<file path="config.mk">
export PLATFORM = sky130hd
export DESIGN_NAME = riscv_hazard_ctrl
export DESIGN_NICKNAME = d
export VERILOG_FILES = /design/src/rtl/riscv_hz_pkg.sv /design/src/rtl/riscv_hz_fwd_mux.sv /design/src/rtl/riscv_hazard_ctrl.sv
export SDC_FILE = /design/constraint.sdc
export NUM_CORES = 1
export LEC_CHECK = 0
export ABC_AREA = 1
export BUFFER_PORTS_ARGS = -buffer_cell sky130_fd_sc_hd__buf_2
export CORE_MARGIN = 8
export CORE_UTILIZATION = 40
export CTS_CLUSTER_DIAMETER = 120
export DETAILED_ROUTE_END_ITERATION = 8
export PLACE_DENSITY_LB_ADDON = 0.15
export SLEW_MARGIN = 15
export SYNTH_ARGS = -nofsm -noshare
export SYNTH_HDL_FRONTEND = slang
export SYNTH_HIERARCHICAL = 1
export SYNTH_SLANG_ARGS = --single-unit
</file>
<file path="constraint.sdc">
create_clock -name clk -period 3.6 [get_ports clk]
set_clock_uncertainty 0.15 [all_clocks]
set_input_delay 0.36 -clock clk [delete_from_list [all_inputs] [get_ports clk]]
set_output_delay 0.36 -clock clk [all_outputs]
set_load 0.03 [all_outputs]
</file>
<file path="src/rtl/riscv_hz_pkg.sv">
// riscv_hz_pkg
// Shared definitions for the hazard/forwarding controller.
//   XLEN_DEF, AW_DEF : default datapath and register-address widths
//   REG_ZERO         : index of the hardwired-zero register
//   long_cnt_w()     : width needed to count 0..max_long outstanding ops
package riscv_hz_pkg;
  localparam int XLEN_DEF = 32;
  localparam int AW_DEF   = 5;
  localparam int REG_ZERO = 0;

  function automatic int long_cnt_w(input int max_long);
    return $clog2(max_long + 1);
  endfunction
endpackage

</file>
<file path="src/rtl/riscv_hz_fwd_mux.sv">
// riscv_hz_fwd_mux
// Operand resolution for one decode read port.
//   rs_addr, rf_data           : source register and its register-file value
//   fwd_wr/addr/rdy/data       : in-pipeline sources, index 0 youngest
//   lwb_valid/addr/data        : long-latency writeback bypass
//   op_data                    : resolved operand
//   load_use                   : winning pipeline source has no data yet
module riscv_hz_fwd_mux
  import riscv_hz_pkg::*;
#(
  parameter int XLEN = XLEN_DEF,
  parameter int AW   = AW_DEF,
  parameter int NFWD = 2
) (
  input  logic [AW-1:0]        rs_addr,
  input  logic [XLEN-1:0]      rf_data,
  input  logic [NFWD-1:0]      fwd_wr,
  input  logic [NFWD*AW-1:0]   fwd_addr,
  input  logic [NFWD-1:0]      fwd_rdy,
  input  logic [NFWD*XLEN-1:0] fwd_data,
  input  logic                 lwb_valid,
  input  logic [AW-1:0]        lwb_addr,
  input  logic [XLEN-1:0]      lwb_data,
  output logic [XLEN-1:0]      op_data,
  output logic                 load_use
);
  logic hit;

  // Youngest matching source wins; once a match is found older sources
  // are ignored, so a stale-but-ready older copy can never mask a load-use.
  always_comb begin
    op_data  = rf_data;
    load_use = 1'b0;
    hit      = 1'b0;
    if (rs_addr == AW'(REG_ZERO)) begin
      op_data = '0;
    end else begin
      for (int j = 0; j < NFWD; j++) begin
        if (!hit && fwd_wr[j] && fwd_addr[j*AW +: AW] == rs_addr) begin
          hit      = 1'b1;
          op_data  = fwd_data[j*XLEN +: XLEN];
          load_use = ~fwd_rdy[j];
        end
      end
      if (!hit && lwb_valid && lwb_addr == rs_addr) begin
        op_data = lwb_data;
      end
    end
  end
endmodule

</file>
<file path="src/rtl/riscv_hazard_ctrl.sv">
// riscv_hazard_ctrl
// Hazard and forwarding controller sitting beside decode.
//   clk, rstn                  : clock, synchronous active-low reset
//   id_*                       : decode instruction (sources, rd, long flag)
//   flush                      : kill the decode instruction this cycle
//   fwd_*                      : NFWD pipeline forwarding sources
//   lwb_*                      : long-latency writeback
//   op_data                    : resolved operands, port k at [k*XLEN +: XLEN]
//   stall / issue              : hold fetch/decode / instruction accepted
//   sb_pending, long_cnt       : scoreboard busy bits and outstanding count
//   err_underflow              : sticky, writeback with nothing outstanding
//   stall_cnt                  : saturating stall-cycle counter
module riscv_hazard_ctrl
  import riscv_hz_pkg::*;
#(
  parameter int XLEN     = XLEN_DEF,
  parameter int AW       = AW_DEF,
  parameter int NRD      = 2,
  parameter int NFWD     = 2,
  parameter int MAX_LONG = 4,
  parameter int CNT_W    = 16
) (
  input  logic                            clk,
  input  logic                            rstn,
  input  logic                            id_valid,
  input  logic [NRD*AW-1:0]               id_rs_addr,
  input  logic [NRD-1:0]                  id_rs_use,
  input  logic [NRD*XLEN-1:0]             id_rf_data,
  input  logic [AW-1:0]                   id_rd,
  input  logic                            id_wr,
  input  logic                            id_long,
  input  logic                            flush,
  input  logic [NFWD-1:0]                 fwd_wr,
  input  logic [NFWD*AW-1:0]              fwd_addr,
  input  logic [NFWD-1:0]                 fwd_rdy,
  input  logic [NFWD*XLEN-1:0]            fwd_data,
  input  logic                            lwb_valid,
  input  logic [AW-1:0]                   lwb_addr,
  input  logic [XLEN-1:0]                 lwb_data,
  output logic [NRD*XLEN-1:0]             op_data,
  output logic                            stall,
  output logic                            issue,
  output logic [2**AW-1:0]                sb_pending,
  output logic [long_cnt_w(MAX_LONG)-1:0] long_cnt,
  output logic                            err_underflow,
  output logic [CNT_W-1:0]                stall_cnt
);
  localparam int LCW  = long_cnt_w(MAX_LONG);
  localparam int NREG = 2**AW;

  logic [NRD-1:0]  load_use;
  logic [NRD-1:0]  port_haz;
  logic [NREG-1:0] lwb_hit;
  logic [NREG-1:0] busy;
  logic [NREG-1:0] set_hit;
  logic [NREG-1:0] sb_next;
  logic            waw;
  logic            structural;
  logic            hazard;
  logic            live;
  logic            long_issue;

  // A writeback this cycle releases its register immediately, so readers
  // and writers of that register see it as free (data comes via the bypass).
  assign lwb_hit = lwb_valid ? (NREG'(1) << lwb_addr) : '0;
  assign busy    = sb_pending & ~lwb_hit;

  generate
    for (genvar gi = 0; gi < NRD; gi++) begin : g_port
      logic [AW-1:0] rs;
      assign rs = id_rs_addr[gi*AW +: AW];

      riscv_hz_fwd_mux #(
        .XLEN(XLEN), .AW(AW), .NFWD(NFWD)
      ) u_mux (
        .rs_addr  (rs),
        .rf_data  (id_rf_data[gi*XLEN +: XLEN]),
        .fwd_wr   (fwd_wr),
        .fwd_addr (fwd_addr),
        .fwd_rdy  (fwd_rdy),
        .fwd_data (fwd_data),
        .lwb_valid(lwb_valid),
        .lwb_addr (lwb_addr),
        .lwb_data (lwb_data),
        .op_data  (op_data[gi*XLEN +: XLEN]),
        .load_use (load_use[gi])
      );

      assign port_haz[gi] = id_rs_use[gi] & (rs != AW'(REG_ZERO)) &
                            (load_use[gi] | busy[rs]);
    end
  endgenerate

  assign waw        = id_wr & (id_rd != AW'(REG_ZERO)) & busy[id_rd];
  // A same-cycle writeback frees a slot, so a full tracker can still accept.
  assign structural = id_long & id_wr & (long_cnt == LCW'(MAX_LONG)) & ~lwb_valid;
  assign hazard     = (|port_haz) | waw | structural;
  assign live       = rstn & id_valid & ~flush;
  assign stall      = live & hazard;
  assign issue      = live & ~hazard;
  assign long_issue = issue & id_long & id_wr;

  // Set is applied after clear so a same-cycle reissue to the address wins.
  assign set_hit = (long_issue && id_rd != AW'(REG_ZERO)) ? (NREG'(1) << id_rd) : '0;
  assign sb_next = busy | set_hit;

  always_ff @(posedge clk) begin
    if (!rstn) begin
      sb_pending    <= '0;
      long_cnt      <= '0;
      err_underflow <= 1'b0;
      stall_cnt     <= '0;
    end else begin
      sb_pending <= sb_next;
      if (long_issue && !lwb_valid) begin
        long_cnt <= long_cnt + LCW'(1);
      end else if (!long_issue && lwb_valid && long_cnt != '0) begin
        long_cnt <= long_cnt - LCW'(1);
      end
      if (lwb_valid && long_cnt == '0) begin
        err_underflow <= 1'b1;
      end
      if (stall && stall_cnt != '1) begin
        stall_cnt <= stall_cnt + CNT_W'(1);
      end
    end
  end
endmodule
</file>
---- After elaboration in Yosys (flattened, before gate mapping) ----
Index checks and enable logic that the tools add are counted.
cells by class
  add/sub/neg operators ................... 3
  magnitude comparators ................... 3
  equal/unequal tests ..................... 8
  shift operators ......................... 2
  mux-type cells .......................... 32
  bitwise operators ....................... 27
  reduce and logical (&&, ||, !) cells .... 31
operators by type and width
  cell                                                                  number
  32-bit two-way mux                                                    10
  1-bit by 5-bit left shift with 32-bit output, first input constant    2
  32-bit bitwise AND                                                    1
  32-bit inverter                                                       1
  32-bit OR                                                             1
  5-bit equality test                                                   6
  5-bit by 6-bit < comparator with 1-bit output, second input constant  3
  1-bit two-way mux                                                     17
  16-bit by 1-bit adder with 16-bit output, second input constant       1
  1-bit logical AND                                                     16
  16-bit != test, second input constant                                 1
  1-bit bitwise AND                                                     15
  1-bit binary-select mux with 5-bit select                             3
  5-bit nonzero test                                                    3
  5-bit logical NOT                                                     2
  1-bit logical NOT                                                     6
  3-bit two-way mux                                                     2
  1-bit inverter                                                        5
  1-bit OR                                                              4
  3-bit by 1-bit adder with 3-bit output, second input constant         1
  3-bit equality test, second input constant                            1
  3-bit logical NOT                                                     1
  3-bit nonzero test                                                    1
  3-bit by 1-bit subtractor with 3-bit output, second input constant    1
  2 further kinds                                                       2
word-level totals
  register bits ........................... 52
  input bits .............................. 203
  output and inout bits ................... 118
  word-level logic and storage cells ...... 110

---- Longest topological paths before layout ----
  depth in word-level cells ............... 23
  depth in mapped cells ................... 22
  gate-level depth less buffers ........... 22

---- Hierarchy ----
Netlist, hierarchy kept.
by module, submodules not included
  module             times used  cells an instance  area an instance (µm²)  seq. area each (µm²)
  riscv_hz_fwd_mux   2           434                1889.3                  0.0
  riscv_hazard_ctrl  1           632                3699.8                  1041.0

---- Worst setup path after synthesis ----
Ideal clock, no wire load.
  path kind ............................... input-to-reg
  from .................................... in fwd_addr[3]
  to ...................................... reg long_cnt[2]
  library setup time ...................... 115 ps
  arrival time ............................ 2908 ps
  required time ........................... 3335 ps
  setup slack ............................. 427 ps
  cell stages on the path ................. 19
  buffers on the path ..................... 1
  path through ............................ inv_1 nand2_1 nand2_1 nor2_4 nand3_2 nand2_1 buf_2 o22ai_1 and2_1 nand3b_1 nand2_1 nand3_1 nor2_2 nand3_1 fa_1 nor2_1 nand3_1 a21oi_1 nor2_1
between the ends
  cells in the longest elaborated chain, start to end .. 22
  elaborated cells on any way between the ends .. 37
  those cells by class .................... eq/ne (2); mux (11); bitwise (10); reduce/logical (14)
ends and longest elaborated chain
  what                                 line                      RTL
  start, declared                      riscv_hazard_ctrl.sv:34   input logic [NFWD*AW-1:0] fwd_addr,
  5-bit equality test *                riscv_hz_fwd_mux.sv:39    if (!hit && fwd_wr[j] && fwd_addr[j*AW +: AW] == rs_addr) begin
  1-bit logical AND *                  riscv_hz_fwd_mux.sv:39
  1-bit two-way mux                    riscv_hz_fwd_mux.sv:39
  1-bit two-way mux                    riscv_hz_fwd_mux.sv:35    if (rs_addr == AW'(REG_ZERO)) begin
  1-bit logical NOT                    riscv_hz_fwd_mux.sv:39
  1-bit logical AND (2 in a row)       riscv_hz_fwd_mux.sv:39
  1-bit two-way mux *                  riscv_hz_fwd_mux.sv:39
  1-bit two-way mux *                  riscv_hz_fwd_mux.sv:35
  net load_use[0]                      riscv_hazard_ctrl.sv:51   logic [NRD-1:0] load_use;
  (+3 left out)                        n/a
  1-bit OR * (2 in a row)              riscv_hazard_ctrl.sv:97   assign hazard = (|port_haz) | waw | structural;
  1-bit inverter *                     riscv_hazard_ctrl.sv:100  assign issue = live & ~hazard;
  1-bit bitwise AND *                  riscv_hazard_ctrl.sv:100
  net issue                            riscv_hazard_ctrl.sv:42   output logic issue,
  1-bit bitwise AND * (2 in a row)     riscv_hazard_ctrl.sv:101  assign long_issue = issue & id_long & id_wr;
  1-bit logical NOT                    riscv_hazard_ctrl.sv:117  end else if (!long_issue && lwb_valid && long_cnt != '0) begin
  1-bit logical AND (2 in a row)       riscv_hazard_ctrl.sv:117
  2-bit nonzero test (no source line)  n/a
  end signal, assigned                 riscv_hazard_ctrl.sv:116  long_cnt <= long_cnt + LCW'(1);
  end signal, assigned                 riscv_hazard_ctrl.sv:118  long_cnt <= long_cnt - LCW'(1);
  end, declared                        riscv_hazard_ctrl.sv:44   output logic [long_cnt_w(MAX_LONG)-1:0] long_cnt,
The timed path passes the listed nets; every way through them passes the cells marked *. The select of a mux whose other input is x is not followed.
A chain may end at the register's enable or synchronous reset.

---- Final worst setup path ----
  from .................................... in lwb_valid
  to ...................................... reg long_cnt[2]
between the ends
  cells in the longest elaborated chain, start to end .. 18
  elaborated cells on any way between the ends .. 30
  those cells by class .................... mux (8); bitwise (15); reduce/logical (7)
ends and longest elaborated chain
  what                                       line                      RTL
  start, declared                            riscv_hazard_ctrl.sv:37   input logic lwb_valid,
  32-bit two-way mux                         riscv_hazard_ctrl.sv:65   assign lwb_hit = lwb_valid ? (NREG'(1) << lwb_addr) : '0;
  32-bit inverter                            riscv_hazard_ctrl.sv:66   assign busy = sb_pending & ~lwb_hit;
  32-bit bitwise AND                         riscv_hazard_ctrl.sv:66
  1-bit binary-select mux with 5-bit select  riscv_hazard_ctrl.sv:90   (load_use[gi] | busy[rs]);
  1-bit two-way mux (implied by the code)    riscv_hazard_ctrl.sv:90
  1-bit OR                                   riscv_hazard_ctrl.sv:90
  1-bit bitwise AND                          riscv_hazard_ctrl.sv:89   assign port_haz[gi] = id_rs_use[gi] & (rs != AW'(REG_ZERO)) &
  2-bit OR reduction                         riscv_hazard_ctrl.sv:97
  1-bit OR (2 in a row)                      riscv_hazard_ctrl.sv:97
  1-bit inverter                             riscv_hazard_ctrl.sv:100
  1-bit bitwise AND                          riscv_hazard_ctrl.sv:100
  1-bit bitwise AND (2 in a row)             riscv_hazard_ctrl.sv:101
  1-bit logical NOT                          riscv_hazard_ctrl.sv:117
  1-bit logical AND (2 in a row)             riscv_hazard_ctrl.sv:117
  2-bit nonzero test (no source line)        n/a
Parallel ways exist; a longest one is shown, timed or not. The select of a mux whose other input is x is not followed.

==> metrics.yaml <==
clock_tree:
  worstSkewPairLatency_ps: 300
  cts_tree: "built"
  cts.clk_slew.worst_paths_ps: 70
  cts_buffers: 5
  postCtsSetupBuffers: 0
  cts-root-buf: "clkbuf_16"
  h-tree-depth: 2
  holdBufCountCts: 0
  cts.sinks: 52
  cts_buffer_depth: 2
  cts_resized: 0
power:
  p_leak_nw: 5.58
  p_total_mw: 2.24
  power_density_mw_per_mm2: 239
  peakVddDrop_mv: 0.301
floorplanning:
  io_pins: 321
  die-area_sq_mm: 0.0233
  die_h_microns: 153
  rows: 50
  die_x_microns: 153
  start_util_pct: 40.4
  coreArea_sq_mm: 0.0185
synthesis:
  ys_ff_latch: 52
  syn_inst: 1500
  yosysUniqueCellTypes: 33
  syn-cell-area_sq_mm: 0.00748
  synth_async_sr_flop_share_pct: 0
  syn_nets: 1705
  ys_seq_area_share_pct: 13.9
  synth_edf_count: 0
  ys_warn_count: 6
  synth_flop_cell: "dfxtp_1"
  avgSynthCellArea_sq_um: 4.99
worst_setup_path:
  cp_max_fo: 7
  critPathCaptureType: "flip-flop"
  cp_cell_sequence: "buf_2 > inv_2 > nor2_2 > inv_2 > o21ai_1 > nand2_1 > nand3_1 > nand3_1 > nand3_1 > nand2_1 > nand2_1 > nand3_1 > nand2_1 > nand3_1 > nor2_2 > nand3_1 > fa_1 > nor2_1 > nand3_1 > a21oi_1 > nor2_1"
  cpMostUsedCell: "nand3_1"
  path_class: "in2reg"
  required_ps: 3640
  startpoint_type: "input pin"
  critPathTopFamily: "simple AND/OR/NAND/NOR gates"
  cp_data_arrival_time_ps: 3320
  cp_slowest_cell: "fa_1"
  critical_path_buf_inv_count: 3
  slowest_delay_ps: 420
grt:
  grt_usage_pct: 29.0
  grt_pass1_wl_microns: 56100
  grt_pass1_vias: 10200
  grt_max_degree: 65
  overflow: 0
  antenna_found_initial: 2
sta:
  finalHoldViolations: 0
  worstMarginPinSlew_ps: 718
  finalCritPeriodShare_pct: 91.1
  setup_tns_ps: 0
  clock.fmax_ghz: 0.305
  maxSlewViolCount: 0
  fin_crit_ps: 3280
  setup_ws_ps: 321
  fin_hold_ws_ps: 255
  rsz0062_at_grt: "no"
  slew_headroom_pct: 52.1
  setup_viol: 0
run:
  drv_cap: 0
cells_and_area:
  fillers: 2103
  syn2layout_area_growth_pct: 25.3
  drive_above_1_share_pct: 22.6
  final_cell_mix: "530 x nand2_1, 320 x buf_2, 196 x nor2_1"
  nNetsFinal: 1974
  final_common_cell: "nand2_1"
detailed_routing:
  viasPerCell: 5.51
  vias: 11100
  ant_nets: 0
  avgRoutedWirePerCell_microns: 17.8
  drtIter0Drc: 897
  routed_wl_microns: 35700
  drc_errors: 0
  dr.pass1.iters: 5
placement:
  gp_congestion: 1.01
  dp_slack_ps: 114
  io_buffers: 320
  place.detailed.hpwl_microns: 27000
hold_path:
  worstHoldPathType: "in2reg"
outcome:
  status: "completed"
[registers in the layout (all words and copies together), names as in the netlist]
signal	cells
err_underflow	1
long_cnt	3
sb_pending	32
stall_cnt	16
[tightest hold or removal path, delay by kind of cell]
kind          cells  cell delay (ps)
simple gates      2              120
buf+inv           1              180
[final timing paths]
kind                            slack, ps  depth (start not counted)       endpoint            from
worst max register to register        730                         17    long_cnt[2]  sb_pending[13]
worst min register to register        300                          2  err_underflow   err_underflow
worst max-delay path                  320                         21    long_cnt[2]       lwb_valid
worst min-delay path                  260                          3   stall_cnt[3]            rstn
[report_power, final]
part / switching [mW] / internal [mW] / total (mW) / leakage (nW)
Sequential: 0.0159 / 0.591 / 0.606 / 0.420
Clock: 0.220 / 0.348 / 0.569 / 0.0871
Combinational: 0.739 / 0.330 / 1.07 / 5.07
[metrics by stage]
step / std cells / utilization [%] / instance area, sq um
after floorplan: 1500 / - / 7480
after global placement: 1996 / 49.6 / 9180
after detailed placement: 1996 / 49.6 / 9180
after CTS: 2004 / 50.5 / 9360
after global routing: 2006 / 50.6 / 9370
final: 2008 / 50.6 / 9370
[cells in the mapped netlist, drive strengths merged (3+ instances only)]
master / instances / share of area, %
a21oi: 57 / 3.9
nor2: 208 / 11
nor4: 3 / 0.25
inv: 138 / 6.9
nand3: 183 / 13
nor3: 12 / 0.80
o21ai: 84 / 5.6
xnor2: 4 / 0.47
clkinv: 24 / 1.2
nand3b: 4 / 0.40
nand2: 534 / 27
clkbuf: 21 / 1.1
xor2: 5 / 0.59
nand4: 92 / 7.7
dfxtp: 52 / 14
buf: 70 / 5.1
[final cells by class]
class / instances / area, sq um / area share [%]
multi-input cells: 1195 / 5370 / 57.3
repair buffers: 353 / 1870 / 20.0
flip-flops and latches: 52 / 1040 / 11.1
inverters: 162 / 608 / 6.49
well taps: 234 / 293 / 3.12
clock buffers: 6 / 139 / 1.48
clock inverters: 2 / 38.8 / 0.414
diodes: 4 / 10.0 / 0.107
[routing by layer]
metal  routed length [microns]  GRT usage [%]
met5                         0              0
met1                     14500           36.5
met3                      3210           4.54
met2                     16500           48.0
met4                      1470           12.7
[cell families (layout without fill, tap and decap cells)]
| kind of cell | count (synthesis) | count (layout) | share of synthesized area, % |
|---|---|---|---|
| simple gates | 1040 | 1040 | 60.5 |
| buf+inv | 253 | 523 | 14.3 |
| xor+xnor | 9 | 9 | 1.05 |
| fa+ha+maj | 2 | 2 | 0.435 |
| other cells | 0 | 4 | 0 |
| compound gates | 144 | 144 | 9.75 |
| flops | 52 | 52 | 13.9 |
(Power assumes the default switching activity.)
